## config.mk

```make
export PLATFORM = sky130hd
export DESIGN_NAME = rst_req_gen
export DESIGN_NICKNAME = d
export VERILOG_FILES = /design/src/rtl/rst_req_gen_pkg.sv /design/src/rtl/rst_req_gen_bit_sync.sv /design/src/rtl/rst_req_gen.sv
export SDC_FILE = /design/constraint.sdc
export NUM_CORES = 1
export LEC_CHECK = 0
export CAP_MARGIN = 20
export CELL_PAD_IN_SITES_DETAIL_PLACEMENT = 0
export CELL_PAD_IN_SITES_GLOBAL_PLACEMENT = 1
export CORE_MARGIN = 10
export CORE_UTILIZATION = 43
export DETAILED_ROUTE_END_ITERATION = 6
export HOLD_SLACK_MARGIN = 0.12
export PLACE_DENSITY_LB_ADDON = 0.1
export RECOVER_POWER = 50
export SYNTH_ARGS = -nofsm -noshare
export SYNTH_HDL_FRONTEND = slang
export SYNTH_SLANG_ARGS = --single-unit
```

## constraint.sdc

```tcl
create_clock -name CLK -period 2.8 [get_ports CLK]
set_input_delay 0.56 -clock CLK [delete_from_list [all_inputs] [get_ports CLK]]
set_output_delay 0.56 -clock CLK [all_outputs]
set_load 0.02 [all_outputs]
```

## src/rtl/rst_req_gen_pkg.sv

```systemverilog
// Shared definitions for the reset-request generator: FSM state encoding and
// the default stretch/timeout values also used by the system controller.
package rst_req_gen_pkg;

    typedef logic [1:0] state_t;

    localparam state_t IDLE     = 2'd0;
    localparam state_t HOLD     = 2'd1;
    localparam state_t WAIT_ACK = 2'd2;
    localparam state_t WAIT_REL = 2'd3;

    localparam int DEFAULT_HOLD_CYCLES    = 8;
    localparam int DEFAULT_TIMEOUT_CYCLES = 64;

endpackage

```

## src/rtl/rst_req_gen_bit_sync.sv

```systemverilog
// Single-bit multi-flop synchronizer with asynchronous active-high reset to 0.
module bit_sync #(
    parameter int STAGES = 2
) (
    input  logic CLK,
    input  logic RST,
    input  logic D,
    output logic Q
);

    logic [STAGES-1:0] sync_q;

    // Shift the asynchronous input through the flop chain.
    always_ff @(posedge CLK or posedge RST) begin
        if (RST) begin
            sync_q <= '0;
        end else begin
            // NOTE: non-blocking assignment lets every stage sample the previous stage's old value.
            sync_q <= {sync_q[STAGES-2:0], D};
        end
    end

    assign Q = sync_q[STAGES-1];

endmodule

```

## src/rtl/rst_req_gen.sv

```systemverilog
// Source side of the reset-crossing handshake: stretches a reset request,
// waits for the destination to acknowledge entry to and exit from reset, and
// flags a sticky timeout if either acknowledge wait expires.
module rst_req_gen
    import rst_req_gen_pkg::*;
#(
    parameter int HOLD_CYCLES    = DEFAULT_HOLD_CYCLES,
    parameter int TIMEOUT_CYCLES = DEFAULT_TIMEOUT_CYCLES,
    parameter int CNT_WIDTH      = 8,
    parameter int SYNC_STAGES    = 2
) (
    input  logic CLK,
    input  logic RST,
    input  logic SW_RST_REQ,
    input  logic RST_ACK,
    output logic RST_N_OUT,
    output logic BUSY,
    output logic TIMEOUT
);

    localparam logic [CNT_WIDTH-1:0] HOLD_LAST    = CNT_WIDTH'(HOLD_CYCLES - 1);
    localparam logic [CNT_WIDTH-1:0] TIMEOUT_LAST = CNT_WIDTH'(TIMEOUT_CYCLES - 1);

    state_t                 state_q, state_d;
    logic   [CNT_WIDTH-1:0] cnt_q, cnt_d;
    logic                   timeout_d;
    logic                   rst_n_d;
    logic                   busy_d;
    logic                   ack_s;

    bit_sync #(
        .STAGES (SYNC_STAGES)
    ) u_ack_sync (
        .CLK (CLK),
        .RST (RST),
        .D   (RST_ACK),
        .Q   (ack_s)
    );

    // State, counter and registered outputs; reset holds the request asserted.
    always_ff @(posedge CLK or posedge RST) begin
        if (RST) begin
            state_q   <= HOLD;
            cnt_q     <= '0;
            RST_N_OUT <= 1'b0;
            BUSY      <= 1'b1;
            TIMEOUT   <= 1'b0;
        end else begin
            state_q   <= state_d;
            cnt_q     <= cnt_d;
            RST_N_OUT <= rst_n_d;
            BUSY      <= busy_d;
            TIMEOUT   <= timeout_d;
        end
    end

    // Next state, sticky timeout flag and saturating counter.
    always_comb begin
        // NOTE: defaults first so every path assigns every output and no latch is inferred.
        state_d   = state_q;
        timeout_d = TIMEOUT;
        case (state_q)
            IDLE: begin
                if (SW_RST_REQ) begin
                    state_d   = HOLD;
                    timeout_d = 1'b0;
                end
            end
            HOLD: begin
                // With the ack already present, skip WAIT_ACK so the low time is exactly HOLD_CYCLES.
                if (cnt_q == HOLD_LAST) begin
                    state_d = ack_s ? WAIT_REL : WAIT_ACK;
                end
            end
            WAIT_ACK: begin
                if (ack_s) begin
                    state_d = WAIT_REL;
                end else if (cnt_q == TIMEOUT_LAST) begin
                    state_d   = WAIT_REL;
                    timeout_d = 1'b1;
                end
            end
            WAIT_REL: begin
                if (!ack_s) begin
                    state_d = IDLE;
                end else if (cnt_q == TIMEOUT_LAST) begin
                    state_d   = IDLE;
                    timeout_d = 1'b1;
                end
            end
            default: state_d = IDLE;
        endcase

        if (state_d != state_q) begin
            cnt_d = '0;
        end else if (cnt_q != '1) begin
            cnt_d = cnt_q + 1'b1;
        end else begin
            cnt_d = cnt_q;
        end
    end

    // Output values for the upcoming state, registered so outputs never glitch.
    always_comb begin
        rst_n_d = (state_d == IDLE) || (state_d == WAIT_REL);
        busy_d  = (state_d != IDLE);
    end

endmodule

```

==> impl_results.md <==
- Outcome: finished clean
- Area of the die: 4183 um^2
- HP Class: register to register
- Detailed Route Iter0 Violations: 34
- Yosys cell types: 37
- Longest Clk Path Bufs: 2
- Critical path startpoint: cnt_q[0]
- Drt wl/cell: 14.98 um
- Area of the core: 1922 um^2
- Maximum level of the CTS H-tree: 1
- Post-synthesis instance area: 858.3 um^2
- Endpoint type of the worst setup path: register
- Relative slew slack: 0.5362
- Final period utilization: 0.8232
- Total Wirelength: 1.693 mm
- Count of hold-fix buffers inserted at cts: 0
- CTS tree: built
- Die X: 64.68 um
- Main synth FF type: dfrtp_1
- Layout overhead on the synthesized area: 9.038%
- Share of synthesized flip-flops with an asynchronous set or reset: 1.000
- Number of buffers created by CTS: 3
- Setup crit end: RST_N_OUT
- Largest driver fanout on the critical path: 8
- Arrival @ worst endpoint: between 2000 and 2500 ps
- Launching point of the worst reg2reg path: cnt_q[0]
- Setup repair after global routing missed its margin: no
- Total nets after synthesis: 89
- Clock Skews: 3.295 ps
- Clock transition at the registers of the reported paths: ~100 ps
- Highest metal layer with signal wires: met4
- Peak Freq: ~0.43 GHz
- Post-layout nets: 93
- Worst Reg2Reg Path Length in Cells: 6
- Largest vdd supply drop: 453.0 uV
- Post-cts gate resize count: 0
- Met2 wire length: 750 um
- Number of sinks on the clock net: 15
- DR WL met3: 79 um
- WS Path Type: register to register
- Post-synthesis area per instance: 10.34 um^2
- Final Hold Slack: 358.0 ps
- Global-route usage over all layers: 0.08906
- Number of max-slew violations in the final report: 0
- Antenna-violating nets left: 0
- Power density relative to cell area: about 880 nW/um^2
- Shortest clock period the worst path allows after layout: 2305 ps
- Number of remaining DRC errors: 0
- # fillers: 192
- Largest net degree at the start of global routing: 16
- Global-route wire length before repair: a little over 3 mm
- Sequential share of the synthesized area: 0.4402
- Leakage power total: 0.3748 nW
- Share of post-route cells with drive strength above 1: 0.1395
- Via density per instance: ~6
- Type of origin of the critical path: register
- Total inserted antenna cells: 0
- Post-synth EDFFs: 0
- Flop and latch count out of synthesis: 15
- Number of top-level pins: 7
- Sum of overflow across all layers after global routing: 0
- Initial Utilization: 0.4466
- Number of antenna violations at the first check in global routing: 0
- Required time reported for the critical path endpoint: approximately 3000 ps
- Register-to-register setup slack: about 500 ps
- Setup-failing EPs final: 0
- Source-to-sink clock delay at the later pin of the worst-skew pair: between 200 and 300 ps
- Site Rows: 16
- Number of vias after detailed routing: 660
- Final Hold Vio Count: 0
- Number of global-route vias before repair: 618
- Count of buffers added by post-CTS timing repair for setup: 0
- Number of buffers inserted by port buffering: 6
- Slew of the pin with the lowest slew margin: 692.6 ps
- Pre-Repair DR Iteration Count: 4
- Root buffer cell: clkbuf_4
- HPWL after detailed placement: about 1.2 mm
- Die extent in y: 64.68 um
- Yosys warns: 0
- Synth Instances: 83
- Max-cap check violation count: 0
- Final GP Congestion: approximately 0.76
- Worst R2R End: RST_N_OUT
- Total negative setup slack: 0 ps
- Routed length on met1: 844 um
==> power by group <==
part | internal [W] | total [W] | switching [W]
sequential | 0.000286 | 0.000372 | 0.0000858
combinational | 0.000158 | 0.000324 | 0.000165
clock | 0.0000542 | 0.000128 | 0.0000739
total | 0.000499 | 0.000824 | 0.000325
==> cells in the final DEF, fill, tap and decap left out, types with 2 or more instances in the layout <==
master and instances:
nor2_1 3, inv_1 7, nor3_1 3, dlygate4sd3_1 2, ha_1 2, nand2_1 3, dfstp_2 2, o22a_1 2
a221oi_1 4, clkdlybuf4s50_1 4, a211oi_1 2, a21oi_1 2, and3_1 2, clkbuf_4 3, a22oi_1 3, a31oi_1 5
dfrtp_1 13, nand3_1 5
==> area by class of cell <==
type | count | area (um^2) | share of cell area
Clock buffer | 3 | 22.52 | 0.02406
Tap cell | 27 | 33.78 | 0.03610
Clock inverter | 1 | 7.507 | 0.008021
Sequential cell | 15 | 377.9 | 0.4037
Timing Repair Buffer | 6 | 60.06 | 0.06417
Inverter | 7 | 26.28 | 0.02807
Multi-Input combinational cell | 54 | 407.9 | 0.4358
==> stage by stage <==
step	cells	power, W	util	cell area (um^2)	setup WS [ps]
floorplan	83	0.0006430	-	858.3	823.3
global route	113	0.0008918	0.4870	935.9	346.5
finish	113	0.0008237	0.4870	935.9	495.1
CTS	113	0.0008361	0.4870	935.9	503.5
global placement	109	0.0007054	0.4714	905.9	556.8
detailed placement	109	0.0007041	0.4714	905.9	516.6
==> worst min-delay path by stage <==
| stage | startpoint | end | cells after the start |
|---|---|---|---|
| CTS | u_ack_sync.sync_q[0] | u_ack_sync.sync_q[1] | 0 |
| finish | u_ack_sync.sync_q[0] | u_ack_sync.sync_q[1] | 0 |
| detailed placement | u_ack_sync.sync_q[0] | u_ack_sync.sync_q[1] | 0 |
| floorplan | u_ack_sync.sync_q[0] | u_ack_sync.sync_q[1] | 0 |
| global placement | u_ack_sync.sync_q[0] | u_ack_sync.sync_q[1] | 0 |
| global route | u_ack_sync.sync_q[0] | u_ack_sync.sync_q[1] | 0 |
==> sequential cells by signal, summed over array words and instances (netlist names) <==
register,count
TIMEOUT,1
state_q,2
RST_N_OUT,1
u_ack_sync.sync_q,2
BUSY,1
cnt_q,8
==> per-layer routing <==
layer	vias to the layer above	global-route usage
met5	-	0
li1	325	-
met3	2	0.02921
met4	0	0.04011
met1	321	0.1285
met2	12	0.1145
==> cells by family (layout without fill, tap and decap cells) <==
family	Yosys count	in the layout	synth area share
adders and majority gates	2	2	0.02915
and+or+nand+nor	23	23	0.1691
AOI/OAI and AO/OA	28	28	0.2668
buffers and inverters	14	17	0.08455
DFF	15	15	0.4402
xor gates and xnor gates	1	1	0.01021
==> worst max-delay path, stage by stage, from the launching register on <==
cell,delay [ps]
dfrtp_1,410
ha_1,290
nand4bb_1,380
or3_4,500
a311o_1,320
ha_1,270
inv_1,40
==> cell usage after synthesis (2+ instances only) <==
cell type,count,area share
buf_6,2,0.026
ha_1,2,0.029
a221oi_1,4,0.041
clkbuf_1,3,0.013
a31oi_1,5,0.036
nor3_1,3,0.017
inv_1,7,0.031
dfstp_2,2,0.061
a22oi_1,3,0.026
nor2_1,3,0.013
nand2_1,3,0.013
o22a_1,2,0.020
nand3_1,5,0.029
dfrtp_1,13,0.38
and3_1,2,0.015
a21oi_1,2,0.012
a211oi_1,2,0.017
(Power assumes the default switching activity.)
